$ cat src/rtl/gate_vec_sequencer.sv
// Settle-time counter and 2-bit input-vector counter for the gate checker.
// Tells the FSM when the current vector has settled and when it is the last one.
module gate_vec_sequencer #(
    parameter int HOLD_CYCLES = 2
) (
    input  logic       clk,
    input  logic       reset_n,
    input  logic       i_clear,
    input  logic       i_drive,
    input  logic       i_advance,
    output logic [1:0] vec,
    output logic       sample_pulse,
    output logic       last_vec
);

    localparam logic [3:0] HOLD_LAST = 4'(HOLD_CYCLES - 1);

    logic [3:0] r_hold;
    logic [1:0] r_vec;
    logic       w_hold_end;

    assign w_hold_end = (r_hold == HOLD_LAST);

    // The hold counter is zeroed on the edge that leaves DRIVE, so it is
    // already 0 when the next vector's DRIVE phase begins.
    always_ff @(posedge clk or negedge reset_n) begin
        if (!reset_n) begin
            r_hold <= 4'd0;
            r_vec  <= 2'd0;
        end else if (i_clear) begin
            r_hold <= 4'd0;
            r_vec  <= 2'd0;
        end else if (i_drive) begin
            r_hold <= w_hold_end ? 4'd0 : r_hold + 4'd1;
        end else if (i_advance && (r_vec != 2'd3)) begin
            r_vec  <= r_vec + 2'd1;
        end
    end

    assign vec          = r_vec;
    assign sample_pulse = i_drive && w_hold_end;
    assign last_vec     = (r_vec == 2'd3);

endmodule

$ cat config.mk
export PLATFORM = sky130hd
export DESIGN_NAME = gate_vec_sequencer
export DESIGN_NICKNAME = d
export VERILOG_FILES = /design/src/rtl/gate_vec_sequencer.sv
export SDC_FILE = /design/constraint.sdc
export NUM_CORES = 1
export LEC_CHECK = 0
export BUFFER_PORTS_ARGS = -buffer_cell sky130_fd_sc_hd__buf_2
export CORE_AREA = 3 3 40 42
export CTS_CLUSTER_SIZE = 12
export DETAILED_ROUTE_END_ITERATION = 6
export DIE_AREA = 0 0 43 45
export PLACE_DENSITY = 0.45
export SLEW_MARGIN = 15
export SYNTH_ARGS = -nofsm -noshare
export SYNTH_HDL_FRONTEND = slang
export SYNTH_SLANG_ARGS = --single-unit
$ cat constraint.sdc
create_clock -name clk -period 2.2 [get_ports clk]
set_clock_uncertainty 0.05 [all_clocks]
set_input_delay 0.22 -clock clk [delete_from_list [all_inputs] [get_ports clk]]
set_output_delay 0.22 -clock clk [all_outputs]
set_load 0.02 [all_outputs]
==> metrics.csv <==
stage,metric,value,unit
timing,hold_slack,0.287,ns
power,pwr-share-comb,16.4,%
grt,grt_pass1_vias,278,
setup_path,critPathMaxStageDelay,0.40,ns
synth,syn-instance-count,36,
cells_and_area,final_common_cell,buf_2,
grt,overflow,0,
clock_tree,cts_tree,yes,
setup_path,cp_num_buf_inv,2,
cells_and_area,multi_input_area,208,um2
setup_path,critical_path_depth,5,
synth,syn_area,375,um2
timing,setup_viol,0,
synth,syn_nets,44,
clock_tree,holdBufCountCts,1,
power,seqPwrFrac,45.8,%
floorplanning,dieArea,0.00194,mm2
setup_path,crit_type,reg -> out,
power,pwr-share-clk,37.7,%
job,maxCapViolCount,0,
timing,period_minus_slack,1.74,ns
setup_path,crit_start,r_hold[1]$_DFFE_PN0P_,
power,power_density,583,mW/mm2
setup_path,cp_slowest_cell,dfrtp_1,
timing,tns,0,ns
floorplanning,die_w,43,um
clock_tree,clk_latency,0.24,ns
synth,ys_ff_latch,6,
timing,hold_violations,0,
synth,ys_types,19,
route,dr.pass1.iters,2,
grt,grt_max_degree,13,
power,internal_power,198,uW
timing,rsz0062_at_grt,false,
cells_and_area,antennaDiodeCount,0,
clock_tree,ctsHtreeMaxLevel,1,
setup_path,cp_max_fo,4,
route,drcViolationCount,0,
setup_path,r2r-end,vec[0]$_DFFE_PN0P_,
setup_path,cp.required,1.93,ns
synth,ys_seq_area_share,40.0,%
power,p_sw,68.0,uW
cells_and_area,area_delta_synth_final,21.7,%
floorplanning,rows,13,
power,p_sw_share,25.5,%
route,post_drt_wl_per_cell,12.5,um
clock_tree,cts_sinks,6,
clock_tree,clkTransAtPathRegs,0.05,ns
route,drt_iter0_markers,3,
floorplanning,initial_core_util,29.2,%
place,place_worst_setup_slack,0.707,ns
grt,grtUsageTotal,8.89,%
power,vdd_drop_max,262,uV
power,leakage,0.230,nW
route,viasPerCell,4.70,
clock_tree,cts_buffers,3,
timing,tightestPinTransition,0.237,ns
synth,ys_warn_count,0,
place,gp_congestion,0.736,
cells_and_area,seqCellArea,150,um2
setup_path,critPathArrivalTime,1.47,ns
setup_path,cpLargestDelayFamily,simple AND/OR/NAND/NOR gates,
cells_and_area,fill_cells,131,
timing,maxSlewHeadroom,84.1,%
timing,drv_slew,0,
timing,fmax,574,MHz
floorplanning,io_pins,9,
place,post_dp_cell_area,424,um2
outcome,status,finished clean,
clock_tree,clock_path_buffers,2,
floorplanning,die_h,45,um
clock_tree,post-cts-setup-buffer-count,0,
grt,antenna_found_initial,0,
cells_and_area,design_area,457,um2
route,ant_nets,0,
setup_path,path_cells,inv_1 -> ha_1 -> or3b_4 -> nor2_1 -> buf_2,
clock_tree,cts-root-buf,clkbuf_4,
setup_path,reg2reg_slack,0.81,ns
floorplanning,fp.coreArea,0.00128,mm2
place,hpwl,592,um
setup_path,timing.rr.start,vec[0]$_DFFE_PN0P_,
timing,setup_ws,0.458,ns
grt,grt_pass1_wl,1.21,mm
route,wl,764,um
setup_path,crit_path_start_kind,flip-flop,
clock_tree,cts_resized,0,
setup_path,endpoint_kind,primary output,
route,vias,287,
setup_path,endpoint,sample_pulse,
cells_and_area,final_cell_mix,"8 x buf_2, 6 x nor2_1, 6 x dfrtp_1",
cells_and_area,nets,56,
min_path,hp-class,in -> async,
timing,period_share,79.2,%
cells_and_area,drive_gt1_share,32.6,%
synth,syn_avg_cell_area,10.4,um2
setup_path,reg2reg_depth,3,
place,io_buffers,8,
## synthesized netlist by cell type
library cell  number  area, um2
nor3b_1            1       7.51
nor3b_2            1       12.5
inv_1              2       7.51
ha_1               3       37.5
mux2_1             2       22.5
nor2b_1            2       12.5
and4bb_2           1       12.5
a32o_1             1       10.0
mux2i_1            1       10.0
nor2_1             6       22.5
dfrtp_1            6        150
a22o_1             1       8.76
a31o_1             1       8.76
nand2_1            1       3.75
buf_2              2       10.0
nand4_1            1       6.26
nand2b_1           2       12.5
nor2b_2            1       8.76
or3b_4             1       11.3
## worst min path at each step
stage | startpoint | endpoint | slack [ns] | cells after the start
finish | reset_n | vec[0]$_DFFE_PN0P_ | 0.29 | 2
global route | reset_n | r_hold[1]$_DFFE_PN0P_ | 0.30 | 2
CTS | reset_n | r_hold[1]$_DFFE_PN0P_ | 0.28 | 2
detailed placement | reset_n | vec[0]$_DFFE_PN0P_ | 0.002 | 1
global placement | reset_n | vec[0]$_DFFE_PN0P_ | 0.004 | 1
floorplan | reset_n | r_hold[0]$_DFFE_PN0P_ | -0.13 | 0
## power by group through the flow
stage / clock network (mW) / logic [mW] / registers (mW)
2_1_floorplan: 0 / 0.0279 / 0.125
3_3_place_gp: 0 / 0.0408 / 0.123
3_5_place_dp: 0 / 0.0432 / 0.124
4_1_cts: 0.105 / 0.0447 / 0.122
5_1_grt: 0.108 / 0.0486 / 0.123
6_report: 0.100 / 0.0438 / 0.122
## kinds of logic after synthesis
family / share of synthesized area (%)
muxes: 8.67
buffers and inverters: 4.67
adders and majority gates: 10.0
AOI/OAI and AO/OA: 7.33
DFF: 40.0
and+or+nand+nor: 29.3
## metal layers
metal | up-vias | track usage, % | part of all wire [%]
li1 | 144 | - | -
met3 | 0 | 3.19 | 7.7
met4 | 0 | 7.23 | 0
met1 | 135 | 10.1 | 46
met5 | - | 0 | 0
met2 | 8 | 13.5 | 46
## metrics by stage
stage | cells | util, % | power [mW]
floorplan | 36 | - | 0.153
CTS | 61 | 35.5 | 0.271
detailed placement | 57 | 33.0 | 0.167
global route | 61 | 35.5 | 0.280
finish | 61 | 35.5 | 0.266
global placement | 57 | 33.0 | 0.164
## layout make-up
cell class	count	share of cell area (%)
inverter	2	1.64
tap	15	4.11
multi-input combinational	26	45.5
clock buffer	3	4.93
sequential	6	32.9
timing repair buffer	9	11.0
## flip-flops by register name, summed over array words and instances, names as in the netlist
signal / flops
r_hold: 4
vec: 2
(Power assumes the default switching activity.)
